File: src/rtl/pc_seq_ctrl.sv
// Next-PC sequencer: picks PCSEL/PC_EN/XP_WR each cycle from the opcode, interrupt and memory-stall state.
// Outputs are combinational (zero latency); a memory wait of 256 stall cycles is aborted into an ILLOP trap.
module pc_seq_ctrl (
  input  logic       clk_i,
  input  logic       reset_n_i,
  input  logic [5:0] opcode_i,
  input  logic       z_i,
  input  logic       pc31_i,
  input  logic       irq_i,
  input  logic       mem_busy_i,
  output logic [2:0] pcsel_o,
  output logic       pc_en_o,
  output logic       xp_wr_o,
  output logic       irq_ack_o,
  output logic       timeout_o
);

  typedef enum logic {
    S_RUN  = 1'b0,
    S_WAIT = 1'b1
  } state_e;

  localparam logic [2:0] SEL_INC   = 3'd0;
  localparam logic [2:0] SEL_BR    = 3'd1;
  localparam logic [2:0] SEL_JT    = 3'd2;
  localparam logic [2:0] SEL_ILLOP = 3'd3;
  localparam logic [2:0] SEL_XADR  = 3'd4;

  localparam logic [5:0] OP_LD  = 6'h18;
  localparam logic [5:0] OP_ST  = 6'h19;
  localparam logic [5:0] OP_JMP = 6'h1B;
  localparam logic [5:0] OP_BEQ = 6'h1C;
  localparam logic [5:0] OP_BNE = 6'h1D;
  localparam logic [5:0] OP_LDR = 6'h1F;

  state_e     state_q, state_d;
  logic       irq_pend_q, irq_pend_d;
  logic [7:0] wcnt_q, wcnt_d;
  logic       illegal, mem_op, take_br;

  assign illegal = (opcode_i < 6'h18) || (opcode_i == 6'h1A) || (opcode_i == 6'h1E) ||
                   (opcode_i == 6'h27) || (opcode_i == 6'h2F) || (opcode_i == 6'h37) ||
                   (opcode_i == 6'h3F);
  assign mem_op  = (opcode_i == OP_LD) || (opcode_i == OP_ST) || (opcode_i == OP_LDR);
  assign take_br = ((opcode_i == OP_BEQ) && z_i) || ((opcode_i == OP_BNE) && !z_i);

  always_comb begin
    state_d   = state_q;
    wcnt_d    = wcnt_q;
    pcsel_o   = SEL_INC;
    pc_en_o   = 1'b0;
    xp_wr_o   = 1'b0;
    irq_ack_o = 1'b0;
    timeout_o = 1'b0;
    // Outputs are forced low for the whole time reset is asserted, not just at the edge.
    if (reset_n_i) begin
      case (state_q)
        S_RUN: begin
          if (irq_pend_q && !pc31_i) begin
            pcsel_o   = SEL_XADR;
            pc_en_o   = 1'b1;
            xp_wr_o   = 1'b1;
            irq_ack_o = 1'b1;
          end else if (illegal) begin
            pcsel_o = SEL_ILLOP;
            pc_en_o = 1'b1;
            xp_wr_o = 1'b1;
          end else if (mem_op && mem_busy_i) begin
            state_d = S_WAIT;
            wcnt_d  = 8'd0;
          end else begin
            pc_en_o = 1'b1;
            if (take_br) begin
              pcsel_o = SEL_BR;
            end else if (opcode_i == OP_JMP) begin
              pcsel_o = SEL_JT;
            end
          end
        end
        S_WAIT: begin
          if (!mem_busy_i) begin
            pc_en_o = 1'b1;
            state_d = S_RUN;
            wcnt_d  = 8'd0;
          end else if (wcnt_q == 8'hFF) begin
            pcsel_o   = SEL_ILLOP;
            pc_en_o   = 1'b1;
            xp_wr_o   = 1'b1;
            timeout_o = 1'b1;
            state_d   = S_RUN;
            wcnt_d    = 8'd0;
          end else begin
            wcnt_d = wcnt_q + 8'd1;
          end
        end
        default: state_d = S_RUN;
      endcase
    end
    // A masked interrupt is simply held: no ack means the pending bit stays set.
    irq_pend_d = irq_i | (irq_pend_q & ~irq_ack_o);
  end

  always_ff @(posedge clk_i or negedge reset_n_i) begin
    if (!reset_n_i) begin
      state_q    <= S_RUN;
      irq_pend_q <= 1'b0;
      wcnt_q     <= 8'd0;
    end else begin
      state_q    <= state_d;
      irq_pend_q <= irq_pend_d;
      wcnt_q     <= wcnt_d;
    end
  end

endmodule

File: config.mk
export PLATFORM = sky130hd
export DESIGN_NAME = pc_seq_ctrl
export DESIGN_NICKNAME = d
export VERILOG_FILES = /design/src/rtl/pc_seq_ctrl.sv
export SDC_FILE = /design/constraint.sdc
export NUM_CORES = 1
export LEC_CHECK = 0
export ABC_CLOCK_PERIOD_IN_PS = 1800
export CAP_MARGIN = 0
export CELL_PAD_IN_SITES_DETAIL_PLACEMENT = 1
export CELL_PAD_IN_SITES_GLOBAL_PLACEMENT = 1
export CORE_UTILIZATION = 31
export CTS_CLUSTER_SIZE = 24
export DETAILED_ROUTE_END_ITERATION = 10
export PLACE_DENSITY = 0.66
export SYNTH_ARGS = -nofsm -noshare
export SYNTH_HDL_FRONTEND = slang
export SYNTH_SLANG_ARGS = --single-unit
File: constraint.sdc
create_clock -name clk_i -period 1.8 [get_ports clk_i]
set_input_delay 0.18 -clock clk_i [delete_from_list [all_inputs] [get_ports clk_i]]
set_output_delay 0.18 -clock clk_i [all_outputs]
set_load 0.01 [all_outputs]
==> results.py <==
metrics = {
    "clock_tree": {
        "cts_buffers": 3,
        "root_buffer": "clkbuf_4",
        "clock_latency_ps": 270,
        "cts.sinks": 10,
        "h-tree-depth": 1,
        "hold_buffers": 0,
        "cts_tree": "done",
        "clock_path_buffers": 2,
        "path_clk_slew_ps": 70,
    },
    "final_layout": {
        "area_delta_synth_final_pct": 66.2,
        "diodes": 0,
        "nets": 153,
        "post-route-util_pct": 56.2,
        "drive_gt1_share_pct": 42.8,
    },
    "setup_path": {
        "arrival_ps": 1690,
        "r2r_cells": 7,
        "endpoint_kind": "output port",
        "critPathKind": "register to output port",
        "r2r_setup_slack_ps": 50,
        "cp-start-kind": "register",
        "path_max_fanout": 3,
        "cp.required_ps": 1620,
    },
    "global_route": {
        "grt_antenna_before_repair": 0,
        "grt_overflow": 0,
        "grt_pass1_wl_um": 4260,
        "grt_max_degree": 9,
        "grt_usage_pct": 21.9,
        "grt_pass1_vias": 959,
    },
    "floorplanning": {
        "die_w_um": 51.8,
        "core_sq_um": 2280,
        "ios": 19,
        "initial_core_util_pct": 33.8,
        "rows": 17,
        "die_area_sq_um": 2690,
        "die-height_um": 51.8,
    },
    "power_and_ir_drop": {
        "switchingPower_uw": 219,
        "power_frac_clock_pct": 23.0,
        "p_comb_share_pct": 38.7,
        "fin_total_pwr_uw": 695,
        "static-leakage-power_nw": 0.660,
        "switching_share_pct": 31.5,
        "peakVddDrop_v": 0.000552,
        "p_int_uw": 476,
        "powerDensity_nw_per_um2": 544,
        "power_frac_seq_pct": 38.3,
    },
    "timing": {
        "setup_tns_ps": -119,
        "fin_crit_ps": 1870,
        "timing.final.ws_setup_ps": -65.7,
        "max_freq_mhz": 536,
        "tightest_slew_ps": 307,
        "rsz0062_at_grt": "true",
        "whs_ps": 274,
        "hold_viol": 0,
        "slew_headroom_pct": 79.5,
        "skew_ps": 3.60,
        "slew_viol_final": 0,
        "setup_viol": 3,
        "finalCritPeriodShare_pct": 104,
    },
    "synth": {
        "synth_top_area_share_pct": 32.5,
        "synth_edf_count": 0,
        "ys_warn_count": 0,
        "ys_ff_latch": 10,
        "seq_area_frac_synth_pct": 32.5,
        "ys_async_sr_fraction_pct": 100,
        "syn_inst": 86,
        "synth_cell_types": 41,
        "synthFlopType": "dfrtp_1",
        "synth_top_area_cell": "dfrtp_1",
        "synth_area_leaders": "dfrtp_1 33%, a211o_1 4.6%, nand2b_1 4.1%, nand2_1 3.4%, and3_1 3.3%",
        "synth_area_sq_um": 769,
        "synth_area_per_cell_sq_um": 8.95,
        "syn_nets": 99,
    },
    "detailed_routing": {
        "dr.pass1.iters": 4,
        "drtIter0Drc": 9,
        "totalWireLength_um": 2720,
        "drc": 0,
        "wl_per_cell_um": 16.4,
        "via_per_inst": 5.42,
        "num_vias": 899,
        "ant_nets": 0,
    },
    "status": {
        "violations": "negative setup slack",
        "outcome": "finished, violations left",
    },
    "placement": {
        "place_congestion": 0.736,
        "place_ws_ps": -403,
        "io_buffer_count": 18,
        "dpl.hpwl_um": 2020,
    },
    "hold_path": {
        "hp-class": "input pin to async pin",
    },
    "run": {
        "drv_cap": 0,
    },
}
[worst paths after layout]
| path | from | to |
|---|---|---|
| max | wcnt_q[0] | pc_en_o |
| min | reset_n_i | wcnt_q[2] |
| max reg2reg | wcnt_q[0] | wcnt_q[5] |
| min reg2reg | irq_pend_q | irq_pend_q |
| max in group asynchronous | reset_n_i | state_q |
| min in group clk_i | irq_i | irq_pend_q |
[cells by family (layout without fill, tap and decap cells)]
logic type               after synthesis  in the layout  share of synthesized area (%)
XOR/XNOR                               1              1                           1.14
adder cells (fa/ha/maj)                1              1                           1.63
AO/OA/AOI/OAI                         22             22                           24.1
multiplexers                           1              1                           1.30
buffers and inverters                  7             59                           4.55
AND/OR/NAND/NOR                       44             44                           34.8
flip-flops                            10             10                           32.5
[worst max-delay path: stages, from the launching register on]
cell,delay (ps)
dfrtp_1,380
ha_2,210
and3_4,160
and2_4,140
or2_4,240
and3_4,180
buf_6,110
[registers in the layout, summed over array words and instances, names as in the netlist]
name / count
wcnt_q: 8
irq_pend_q: 1
state_q: 1
[what timing repair did]
item,4_1_cts,5_1_grt
gates resized for setup,26,9
endpoints found under the setup margin,5,11
pin swaps,4,5
buffers inserted,2,3
hold endpoints to repair,0,0
[power groups by stage]
stage | Combinational (mW) | Sequential (mW) | Clock (mW)
detailed placement | 0.240 | 0.268 | 0
finish | 0.269 | 0.266 | 0.160
floorplan | 0.0932 | 0.275 | 0
global route | 0.293 | 0.267 | 0.175
global placement | 0.230 | 0.266 | 0
CTS | 0.250 | 0.264 | 0.164
[cell type report]
class	count	area (sq um)
timing repair buffer	52	428
tap	28	35.0
multi-input combinational	69	528
sequential	10	250
fill	277	997
clock buffer	3	22.5
inverter	4	15.0
[cells in the mapped netlist (3+ instances only)]
cell type  count
a21oi_1        3
nor3_1         4
nand3_1        4
inv_1          4
o21ai_0        3
nand2_1        7
and3_1         4
nor2_1         4
nand2b_1       5
dfrtp_1       10
a211o_1        4
[routing by layer]
metal	up-vias	part of all wire (%)	GRT usage [%]
met3	4	4.0	3.51
met4	0	0.85	8.56
met2	23	54	42.1
met5	-	0	0
li1	433	-	-
met1	439	41	23.1
[cell usage in the layout, fill, tap and decap left out, types with 3 or more instances in the layout]
cell,n
a211o_1,4
a21oi_1,3
and3_1,3
and3_4,3
buf_2,3
buf_4,34
clkbuf_4,3
clkdlybuf4s50_1,11
dfrtp_1,10
inv_1,3
nand2_1,7
nand2b_1,5
nand3_1,4
nor2_1,4
[stage by stage]
step	area [sq um]	std cells
after detailed placement	1180	158
after CTS	1220	163
after global placement	1180	158
after floorplan	769	86
final	1280	166
after global routing	1280	166
(Power assumes the default switching activity.)
